===== src/rtl/muldiv_pkg.sv =====
// Shared definitions for the iterative multiply/divide unit: op encodings,
// FSM state type, iteration constants and sign helpers.
package muldiv_pkg;

  localparam logic [1:0] OP_MULT  = 2'b00;
  localparam logic [1:0] OP_MULTU = 2'b01;
  localparam logic [1:0] OP_DIV   = 2'b10;
  localparam logic [1:0] OP_DIVU  = 2'b11;

  typedef enum logic [1:0] {
    ST_IDLE = 2'd0,
    ST_CALC = 2'd1,
    ST_FIX  = 2'd2,
    ST_DONE = 2'd3
  } state_e;

  localparam int          MULDIV_STEPS   = 32;
  localparam int          MULDIV_LATENCY = 34;
  localparam logic [31:0] DIV0_QUOT      = 32'hFFFF_FFFF;

  function automatic logic op_is_signed(input logic [1:0] op);
    logic r;
    case (op)
      OP_MULT, OP_DIV:  r = 1'b1;
      OP_MULTU, OP_DIVU: r = 1'b0;
      default:          r = 1'b0;
    endcase
    return r;
  endfunction

  function automatic logic op_is_div(input logic [1:0] op);
    logic r;
    case (op)
      OP_DIV, OP_DIVU:   r = 1'b1;
      OP_MULT, OP_MULTU: r = 1'b0;
      default:           r = 1'b0;
    endcase
    return r;
  endfunction

  function automatic logic [31:0] cond_neg32(input logic neg, input logic [31:0] v);
    return neg ? (~v + 32'd1) : v;
  endfunction

  function automatic logic [63:0] cond_neg64(input logic neg, input logic [63:0] v);
    return neg ? (~v + 64'd1) : v;
  endfunction

endpackage


===== src/rtl/muldiv_step.sv =====
// One radix-2 iteration over the 64-bit working register: shift-add for
// multiply ({partial, multiplier}), restoring shift-subtract for divide ({rem, quot}).
module muldiv_step
  import muldiv_pkg::*;
(
  input  logic        is_div_i,
  input  logic [63:0] acc_i,
  input  logic [31:0] opnd_i,
  output logic [63:0] acc_o
);

  logic [32:0] sum_s;
  logic [32:0] trial_s;

  // Single-iteration datapath
  always_comb begin
    sum_s   = {1'b0, acc_i[63:32]} + {1'b0, (acc_i[0] ? opnd_i : 32'd0)};
    // Shifted remainder needs 33 bits; bit 32 of the difference is the borrow
    trial_s = acc_i[63:31] - {1'b0, opnd_i};
    if (is_div_i) begin
      if (!trial_s[32]) begin
        acc_o = {trial_s[31:0], acc_i[30:0], 1'b1};
      end else begin
        acc_o = {acc_i[62:0], 1'b0};
      end
    end else begin
      acc_o = {sum_s, acc_i[31:1]};
    end
  end

endmodule


===== src/rtl/muldiv_unit.sv =====
// Iterative 32-bit MULT/MULTU/DIV/DIVU unit producing HI/LO.
// Optional MULDIV_EARLY_OUT_EN: zero operands skip the iteration phase.
module muldiv_unit
  import muldiv_pkg::*;
#(
  parameter int WIDTH = 32
) (
  input  logic             clk,
  input  logic             rst_n,
  input  logic             start,
  input  logic [1:0]       op,
  input  logic [WIDTH-1:0] a,
  input  logic [WIDTH-1:0] b,
  output logic             busy,
  output logic             done,
  output logic [WIDTH-1:0] hi,
  output logic [WIDTH-1:0] lo,
  output logic             div_by_zero
);

  localparam logic [4:0] LAST_STEP = 5'(MULDIV_STEPS - 1);

  state_e      state_q, state_d;
  logic [4:0]  count_q, count_d;
  logic        is_div_q, is_div_d;
  logic        sgn_a_q, sgn_a_d;
  logic        sgn_b_q, sgn_b_d;
  logic        zero_q, zero_d;
  logic [31:0] amag_q, amag_d;
  logic [31:0] bmag_q, bmag_d;
  logic [63:0] acc_q, acc_d;
  logic [31:0] hi_q, hi_d;
  logic [31:0] lo_q, lo_d;
  logic        dbz_q, dbz_d;
  logic        busy_q, busy_d;
  logic        done_q, done_d;

  logic        load_div_s, load_sa_s, load_sb_s, load_zero_s;
  logic [31:0] load_amag_s, load_bmag_s;
  logic [63:0] step_acc_s;

  assign load_div_s  = op_is_div(op);
  assign load_sa_s   = op_is_signed(op) & a[31];
  assign load_sb_s   = op_is_signed(op) & b[31];
  assign load_amag_s = cond_neg32(load_sa_s, a);
  assign load_bmag_s = cond_neg32(load_sb_s, b);
  assign load_zero_s = load_div_s ? (b == 32'd0) : ((a == 32'd0) || (b == 32'd0));

  muldiv_step u_step (
    .is_div_i (is_div_q),
    .acc_i    (acc_q),
    .opnd_i   (is_div_q ? bmag_q : amag_q),
    .acc_o    (step_acc_s)
  );

  // Next-state, datapath load/step and sign fix-up
  always_comb begin
    state_d  = state_q;
    count_d  = count_q;
    is_div_d = is_div_q;
    sgn_a_d  = sgn_a_q;
    sgn_b_d  = sgn_b_q;
    zero_d   = zero_q;
    amag_d   = amag_q;
    bmag_d   = bmag_q;
    acc_d    = acc_q;
    hi_d     = hi_q;
    lo_d     = lo_q;
    dbz_d    = dbz_q;
    case (state_q)
      ST_IDLE, ST_DONE: begin
        if (start) begin
          is_div_d = load_div_s;
          sgn_a_d  = load_sa_s;
          sgn_b_d  = load_sb_s;
          zero_d   = load_zero_s;
          amag_d   = load_amag_s;
          bmag_d   = load_bmag_s;
          acc_d    = {32'd0, (load_div_s ? load_amag_s : load_bmag_s)};
          count_d  = 5'd0;
          dbz_d    = 1'b0;
`ifdef MULDIV_EARLY_OUT_EN
          state_d  = load_zero_s ? ST_FIX : ST_CALC;
`else
          state_d  = ST_CALC;
`endif
        end else begin
          state_d = ST_IDLE;
        end
      end
      ST_CALC: begin
        acc_d   = step_acc_s;
        count_d = count_q + 5'd1;
        if (count_q == LAST_STEP) begin
          state_d = ST_FIX;
        end else begin
          state_d = ST_CALC;
        end
      end
      ST_FIX: begin
        state_d = ST_DONE;
        // Zero cases are resolved here so the early-out path needs no iteration result
        if (is_div_q) begin
          if (zero_q) begin
            lo_d  = DIV0_QUOT;
            hi_d  = cond_neg32(sgn_a_q, amag_q);
            dbz_d = 1'b1;
          end else begin
            lo_d  = cond_neg32(sgn_a_q ^ sgn_b_q, acc_q[31:0]);
            hi_d  = cond_neg32(sgn_a_q, acc_q[63:32]);
            dbz_d = 1'b0;
          end
        end else if (zero_q) begin
          hi_d = 32'd0;
          lo_d = 32'd0;
        end else begin
          {hi_d, lo_d} = cond_neg64(sgn_a_q ^ sgn_b_q, acc_q);
        end
      end
      default: begin
        state_d = ST_IDLE;
      end
    endcase
    busy_d = (state_d == ST_CALC) || (state_d == ST_FIX);
    done_d = (state_d == ST_DONE);
  end

  // State and datapath registers
  always_ff @(posedge clk or negedge rst_n) begin
    if (!rst_n) begin
      state_q  <= ST_IDLE;
      count_q  <= 5'd0;
      is_div_q <= 1'b0;
      sgn_a_q  <= 1'b0;
      sgn_b_q  <= 1'b0;
      zero_q   <= 1'b0;
      amag_q   <= 32'd0;
      bmag_q   <= 32'd0;
      acc_q    <= 64'd0;
      hi_q     <= 32'd0;
      lo_q     <= 32'd0;
      dbz_q    <= 1'b0;
      busy_q   <= 1'b0;
      done_q   <= 1'b0;
    end else begin
      state_q  <= state_d;
      count_q  <= count_d;
      is_div_q <= is_div_d;
      sgn_a_q  <= sgn_a_d;
      sgn_b_q  <= sgn_b_d;
      zero_q   <= zero_d;
      amag_q   <= amag_d;
      bmag_q   <= bmag_d;
      acc_q    <= acc_d;
      hi_q     <= hi_d;
      lo_q     <= lo_d;
      dbz_q    <= dbz_d;
      busy_q   <= busy_d;
      done_q   <= done_d;
    end
  end

  assign busy        = busy_q;
  assign done        = done_q;
  assign hi          = hi_q;
  assign lo          = lo_q;
  assign div_by_zero = dbz_q;

endmodule


===== config.mk =====
export PLATFORM = sky130hd
export DESIGN_NAME = muldiv_unit
export DESIGN_NICKNAME = d
export VERILOG_FILES = /design/src/rtl/muldiv_pkg.sv /design/src/rtl/muldiv_step.sv /design/src/rtl/muldiv_unit.sv
export SDC_FILE = /design/constraint.sdc
export NUM_CORES = 1
export LEC_CHECK = 0
export CORE_ASPECT_RATIO = 0.8
export CORE_UTILIZATION = 46
export DETAILED_ROUTE_END_ITERATION = 16
export PLACE_DENSITY = 0.65
export SKIP_CTS_REPAIR_TIMING = 1
export SLEW_MARGIN = 5
export SYNTH_ARGS = -nofsm -noshare
export SYNTH_HDL_FRONTEND = slang
export SYNTH_SLANG_ARGS = --single-unit

===== constraint.sdc =====
create_clock -name clk -period 10.3 [get_ports clk]
set_input_delay 1.03 -clock clk [delete_from_list [all_inputs] [get_ports clk]]
set_output_delay 1.03 -clock clk [all_outputs]
set_load 0.01 [all_outputs]

# == Word level (Yosys, flattened, before mapping) ==
# Cells that the tools add are included.
# totals
ff_bits,206
in_bits,69
# classes
addsub,9
eq_ne,12
muxes,31
bitwise_logic,9
reduce_logical,16
# op_table
operator,n
$mux 32,14
$mux 64,4
$add 32x1->32 const B,5
$not 32->32,5
$pmux 64 s2,1
$add 64x1->64 const B,1
$logic_not 32->1,2
$not 64->64,1
$add 32x32->33,1
$sub 33x32->33,1
$eq 2x2->1 const B,6
$pmux 5 s2,1
$reduce_or 2->1,5
$eq 2x1->1 const B,3
$pmux 1 s2,3
$pmux 2 s3,1
$add 5x1->5 const B,1
$eq 5x5->1 const B,1
$mux 1,5
$mux 5,1
$logic_not 2->1,2
$ne 2x2->1 const B,2
$reduce_and 2->1,2
$reduce_bool 2->1,2
5 further kinds,7

# == Longest topological paths before layout ==
# Gate-level depths: netlist of the first run.
# depth
ltp_word,8
mapped_depth,18
mapped_depth_nobuf,15

# == Modules after synthesis ==
# A second synthesis of the first run with hierarchy kept.
# unflattened
cells_unflattened,2253
hier_area_um2,18256.3
# modules_own_cells
mod,instances,cells_each,area_each_um2
muldiv_unit,1,1600,13725.7
muldiv_step,1,653,4530.6

# == Worst setup path after synthesis of the first run ==
# No wires, ideal clock.
# synth_timing
path_type,flip-flop to flip-flop
start,reg is_div_q
end,reg acc_q[60]
t_arrival_ns,4.430
slack_ns,5.744
path_stages_with_launch,16
path_buffers,5
cell_sequence,dfrtp_1 clkbuf_1 clkbuf_1 buf_1 mux2i_1 ha_1 a211oi_1 o21ai_0 nor4b_1 o41ai_1 a2111oi_0 a311o_1 buf_2 buf_2 o21ai_0 a221o_1
# synth_via
elab_chain_len,5
# synth_rtl
item,line,source
start: declaration,muldiv_unit.sv:25,"logic is_div_q, is_div_d;"
start signal: assignment,muldiv_unit.sv:148,is_div_q <= is_div_d;
$mux 32,muldiv_unit.sv:52,".opnd_i (is_div_q ? bmag_q : amag_q),"
$sub 33x32->33 / $mux 32 (equally long branches),"muldiv_step.sv:19, muldiv_step.sv:17",
$mux 64 / $add 32x32->33 (equally long branches),"muldiv_step.sv:21, muldiv_step.sv:17",
$mux 64 (*),muldiv_step.sv:20,if (is_div_i) begin
$pmux 64 s2 (*),muldiv_unit.sv:70,case (state_q)
end signal: assignment,muldiv_unit.sv:139,acc_q <= 64'd0;
end signal: assignment,muldiv_unit.sv:154,acc_q <= acc_d;
end: declaration,muldiv_unit.sv:31,"logic [63:0] acc_q, acc_d;"
# Every way passes the cells marked *; elsewhere a longest branch is shown, timed or not.
# A chain may end at the register's enable or synchronous reset.

# == Worst setup path in the final report of the first run ==
# Same ends and word-level chain as after synthesis.

==> results by group, run 1 <==
STA
  • Clk_skew: 0.0297 ns
  • Worst slew pin tran: 1.20 ns
  • Relative slew margins: about a fifth
  • Final setup viols: 0
  • Final period utilization: 59.8%
  • Final critical-path required period: about 6.2 ns
  • Hold slack: 0.480 ns
  • Final hold viol count: 0
  • Max-slew violation count: 0
  • Setup TNS: 0 ns
  • Fmax: 162 MHz
  • RSZ-0062 raised after global routing: no

Min path
  • Worst hold path class: flip-flop to flip-flop

Yosys
  • Async SR Flop Fraction: 100%
  • Gate Count Post-Synth: 2198
  • Ys flop type: dfrtp_1
  • Syn Std Cell Area: approximately 17000 um^2
  • Post-Syn Nets: 2344
  • FF+latch count, synth: between 200 and 250
  • EDFF count, synth: 0
  • Distinct cells, synth: 78
  • Synthesized area per cell: 7.88 um^2
  • Yosys warning total: 0
  • Sequential share of the synthesized area: 29.7%

Power
  • Leak: 8.32 nW
  • Share of total power in combinational logic: a little over three fifths
  • Clk pwr share: about an eighth
  • PwrDens: 365 nW/um^2
  • P_int: about 3.4 mW
  • Psw: around 3.8 mW
  • Peak supply drop: about 0.21 mV
  • Total Power: about 7.2 mW
  • Sw Ratio: between 50% and 60%
  • Sequential fraction of design power: 24.0%

Clocking
  • Worst-skew pair later-pin latency: 0.55 ns
  • CTS H-tree depth: 1
  • TritonCTS clock tree: done
  • Sink Count: 206
  • CTS buffer count: 24
  • Clk buf depth: 3
  • CTS root buf: clkbuf_16
  • CTS clk-pin slew, worst paths: 0.06 ns

Die
  • DIE WIDTH: 219 um
  • Die Ht: 176 um
  • Row Count: 63
  • Starting Density: 46.8%
  • Core Box Area: about 37000 um^2
  • Die area: about 38000 um^2
  • Ports: 136

Setup path
  • CP Max Fanout: just over 60
  • Worst path cell trace: buf_4, mux2i_1, ha_1, a211oi_1, o21ai_0, nor4b_1, o41ai_1, a2111oi_0, a311o_1, buf_4, o21ai_0, a221o_1
  • Crit end category: flip-flop
  • Setup crit start kind: flip-flop
  • Max incr delay on CP: 1.05 ns
  • Buf/Inv on CP: 2
  • CP delay by family, top: compound AO/OA/AOI/OAI gates
  • CP max-delay cell: dfrtp_4
  • Critical Path RT: 10.70 ns
  • Crit Path Class: flip-flop to flip-flop
  • Arr. time, crit path: around 6.6 ns

Final layout
  • Share of layout cells above drive strength 1: 4.97%
  • Layout Cells excl Fill: between 2000 and 3000
  • Commonest non-fill, non-tap cell in the layout: nand2_1
  • Final Core Density: 53.5%
  • Fillers: 3583
  • Final layout net count: between 2000 and 2500
  • P&R area growth vs syn: 14.3%
  • Most frequent cells in the layout: 229 x nand2_1, 224 x nor2_1, 204 x dfrtp_1
  • Antenna cell count: 0

Run
  • Max Cap Viol: 0

Placed design
  • Post-placement cell count: 2698
  • GP Congestion: 0.992
  • Port bufs: 135
  • DP HPWL: 48400 um

Global routing
  • Vias in the first global route: 15925
  • Largest net degree at the start of global routing: between 90 and 100
  • Initial antenna violation count: 0
  • First-pass GRT wire length: roughly 96000 um
  • Gr usage total: 32.7%
  • Total grt overflow: 0

Routing
  • Detail Route Antenna Nets: 0
  • 1st-pass router iterations: 5
  • DR vias: 17113
  • DRC: 0
  • Initial drt markers: 1864
  • Vias/cell: 6.25
  • WL/cell: 23.1 um
  • Post-Route WL: around 63000 um

Status
  • Status: completed
## final timing paths
check | from | endpoint | slack (ns) | cells past startpoint
hold reg to reg | bmag_q[21]$_DFFE_PN0P_ | bmag_q[21]$_DFFE_PN0P_ | 0.48 | 2
setup reg to reg | is_div_q$_DFFE_PN0P_ | acc_q[60]$_DFFE_PN0P_ | 4.14 | 12
setup / recovery | is_div_q$_DFFE_PN0P_ | acc_q[60]$_DFFE_PN0P_ | 4.14 | 12
max in group asynchronous | rst_n | is_div_q$_DFFE_PN0P_ | 7.62 | 3
hold / removal | bmag_q[21]$_DFFE_PN0P_ | bmag_q[21]$_DFFE_PN0P_ | 0.48 | 2
min in group asynchronous | rst_n | lo[9]$_DFFE_PN0P_ | 0.55 | 1
## flip-flops by register name, indices dropped and copies added, names as in the netlist
| signal | count |
|---|---|
| acc_q | 64 |
| amag_q | 32 |
| bmag_q | 32 |
| busy | 1 |
| count_q | 5 |
| div_by_zero | 1 |
| done | 1 |
| hi | 32 |
| is_div_q | 1 |
| lo | 32 |
| sgn_a_q | 1 |
| sgn_b_q | 1 |
| state_q | 2 |
| zero_q | 1 |
## layout make-up
type                    count  area [um^2]  share of cell area, %
clock buffers              29          681                   3.44
well taps                 487          609                   3.08
inverters                  82          308                   1.55
flip-flops and latches    206         5160                   26.0
repair buffers            161         1550                   7.83
clock inverters            13          173                  0.872
multi-input cells        1762        11300                   57.2
## cell usage after synthesis, types with 5 or more instances
cell,count,area [um^2]
mux2_2,19,214
o2111ai_1,5,43.8
a41oi_1,6,52.6
nor3_1,35,175
o311ai_0,6,52.6
nand2b_1,22,138
dfrtp_1,206,5150
nand4_1,12,75.1
nor4b_1,8,70.1
xnor2_1,111,972
nand3_1,30,150
or2_2,5,31.3
nor3b_1,5,37.5
nor4_1,18,113
o31ai_1,31,233
or3_1,21,131
clkbuf_1,121,454
a21o_1,26,195
mux2i_1,71,711
nor2_1,224,841
o21ai_0,201,1010
ha_1,75,938
o41ai_1,18,158
nand2_1,230,863
o221ai_1,15,131
nor2b_1,8,50.1
a31oi_1,32,200
a221o_1,6,60.1
xor2_1,112,981
and3_1,11,68.8
a22oi_1,27,203
o22ai_1,36,225
o211ai_1,21,158
o21a_1,15,113
a211oi_1,12,90.1
o21bai_1,5,37.5
or4_1,23,173
buf_2,10,50.1
and2_1,12,75.1
a21oi_1,187,936
buf_1,15,56.3
inv_1,81,304
## through the flow
step | setup WS [ns] | instance area [um^2]
global placement | 4.43 | 19000
detailed placement | 4.33 | 19000
global route | 3.86 | 19800
floorplan | 5.74 | 17300
finish | 4.14 | 19800
CTS | 4.32 | 19800
## worst register-to-register path, delay by kind of cell, from the launching register on
family	cells	cell delay, ns
AOI/OAI and AO/OA	7	2.73
buffers and inverters	2	1.11
DFF	1	1.05
and+or+nand+nor	1	0.49
muxes	1	0.32
adders and majority gates	1	0.32
## power by group through the flow
stage	Sequential, mW	Combinational [mW]	Clock (mW)
finish	1.74	4.56	0.934
global route	1.76	4.98	0.977
CTS	1.69	4.47	0.943
detailed placement	1.71	4.44	0
global placement	1.70	4.43	0
floorplan	1.29	3.49	0
## per-layer routing
metal	up-vias	share of wire (%)	GRT usage (%)
met5	-	0	0
met4	0	3.3	10.6
met3	120	9.3	6.89
met2	786	41	46.2
met1	8217	46	49.0
li1	7990	-	-
## cell families after synthesis
group           Yosys count  synth area share, %
xor+xnor                223                 11.3
compound gates          688                 24.5
mux                      91                 5.47
buf+inv                 230                 5.12
flops                   206                 29.7
simple gates            683                 18.2
fa+ha+maj                77                 5.65
Note: power is estimated with default switching activity, not from simulation.
==> run 2: changes to the inputs <==
==> constraint.sdc (replaced) <==
create_clock -name clk -period 6.4 [get_ports clk]
set_input_delay 0.64 -clock clk [delete_from_list [all_inputs] [get_ports clk]]
set_output_delay 0.64 -clock clk [all_outputs]
set_load 0.01 [all_outputs]
==> run 2 against run 1 <==
  * Clock skew decreased by 0.014 ns
  * Flip-flop and latch count unchanged
  * Largest cell class unchanged
  * First-iteration DRC count increased by 4.7%
  * Clock power increased by 69%
  * Non-clock buffer count increased by 6
  * Highest routed layer is now met5
  * Clock-buffer cell count unchanged
  * Sequential share of layout area decreased by 0.13 points
  * Worst setup slack got worse by 3.2 ns
==> results by group, run 2 (synthesis gave the netlist of run 1 again) <==
Run
  • Max Cap Viol: 0

Routing
  • DRC: 0
  • Initial drt markers: 1951
  • WL/cell: 23.3 um
  • DR vias: 17288
  • 1st-pass router iterations: 7
  • Post-Route WL: ~64000 um
  • Detail Route Antenna Nets: 0
  • Vias/cell: 6.29

Die
  • Die area: slightly below 40000 um^2
  • Row Count: 63
  • Ports: roughly 140
  • Die Ht: between 150 and 200 um
  • DIE WIDTH: 219 um
  • Core Box Area: 37000 um^2
  • Starting Density: 46.8%

Status
  • Status: completed

STA
  • Relative slew margins: roughly a fifth
  • Worst slew pin tran: between 1 and 1.5 ns
  • Final hold viol count: 0
  • Fmax: 184 MHz
  • Final critical-path required period: approximately 5.4 ns
  • Fin worst setup slack: 0.967 ns
  • Final setup viols: 0
  • Final period utilization: between 80% and 90%
  • Setup TNS: 0 ns
  • Clk_skew: 0.0153 ns
  • RSZ-0062 raised after global routing: no
  • Max-slew violation count: 0

Setup path
  • Crit end category: flip-flop
  • Setup crit start kind: flip-flop
  • Arr. time, crit path: 5.81 ns
  • CP Max Fanout: 36
  • Worst-case reg-to-reg path depth: 13
  • Crit Path Class: flip-flop to flip-flop
  • Critical Path RT: 6.77 ns
  • Reg2reg setup slack: 0.97 ns

Final layout
  • Reg with most FFs: acc_q
  • Share of layout cells above drive strength 1: 5.31%
  • Reg area: 5160 um^2
  • Final Core Density: approximately 54%
  • Fillers: 3592
  • Final layout net count: about 2400
  • P&R area growth vs syn: 14.9%
  • Most frequent cells in the layout: 229 x nand2_1, 224 x nor2_1, 204 x dfrtp_1
  • Max reg flops: 64
  • Area of the multi-input gates: between 10000 and 15000 um^2
  • Commonest non-fill, non-tap cell in the layout: nand2_1
  • Design Area, Final: between 15000 and 20000 um^2
  • Antenna cell count: 0

Global routing
  • Total grt overflow: 0
  • Initial antenna violation count: 2
  • Gr usage total: 33.0%
  • First-pass GRT wire length: 97200 um
  • Vias in the first global route: 16001
  • Largest net degree at the start of global routing: 115

Placed design
  • DP HPWL: 49000 um
  • Placement Setup Slack: 1.21 ns
  • Area after DPL: between 15000 and 20000 um^2
  • GP Congestion: 1.00
  • Port bufs: 135

Power
  • Leak: ~8.4 nW
  • Total Power: 11.8 mW
  • Peak supply drop: 0.274 mV
  • PwrDens: between 500 and 600 nW/um^2

Clocking
  • CTS root buf: clkbuf_16
  • Worst-skew pair later-pin latency: 0.55 ns
  • TritonCTS clock tree: done
  • CTS H-tree depth: 1
  • Clk buf depth: 3
  • CTS clk-pin slew, worst paths: ~0.06 ns
  • CTS buffer count: 25
  • Sink Count: 206

Min path
  • Worst hold path class: primary input to asynchronous set/reset pin
run 2: worst paths after layout:
check | start | end
min | rst_n | lo[12]$_DFFE_PN0P_
min in group clk | hi[13]$_DFFE_PN0P_ | hi[13]$_DFFE_PN0P_
max | is_div_q$_DFFE_PN0P_ | acc_q[33]$_DFFE_PN0P_
max in group asynchronous | rst_n | is_div_q$_DFFE_PN0P_
max reg2reg | is_div_q$_DFFE_PN0P_ | acc_q[33]$_DFFE_PN0P_
min reg2reg | hi[13]$_DFFE_PN0P_ | hi[13]$_DFFE_PN0P_
run 2: area by class of cell:
cell class / count / area share (%)
tap: 487 / 3.06
clock buffer: 29 / 3.37
inverter: 82 / 1.55
clock inverter: 16 / 1.14
multi-input combinational: 1762 / 56.9
sequential: 206 / 25.9
timing repair buffer: 167 / 8.07
run 2: power breakdown:
| group | switching (mW) | leakage [nW] | internal, mW |
|---|---|---|---|
| sequential | 0.988 | 2.67 | 1.72 |
| combinational | 4.66 | 5.26 | 2.87 |
| clock | 0.628 | 0.440 | 0.957 |
run 2: stage by stage:
stage	hold WS, ns	cells
after floorplan	0.344	2198
after global placement	0.462	2704
after detailed placement	0.471	2704
after CTS	0.194	2749
after global routing	0.236	2749
final	0.148	2749
run 2: worst max-delay path, stage by stage (launching register included):
cell and delay, ns:
dfrtp_4 0.76, buf_4 0.42, mux2i_1 0.37, ha_1 0.34, nand3b_1 0.15, a211oi_1 0.12
nor4b_1 0.49, o41ai_1 0.27, a2111oi_0 0.75, a311o_1 0.86, buf_4 0.38, nor2_1 0.07
a21oi_1 0.13, o21ai_0 0.10
run 2: layer usage:
| metal | vias to the layer above | global-route usage, % | part of all wire, % |
|---|---|---|---|
| met4 | 2 | 7.75 | 2.5 |
| met3 | 98 | 6.68 | 9.6 |
| li1 | 7988 | - | - |
| met1 | 8406 | 48.9 | 45 |
| met5 | - | 0.128 | 0.019 |
| met2 | 794 | 48.8 | 43 |
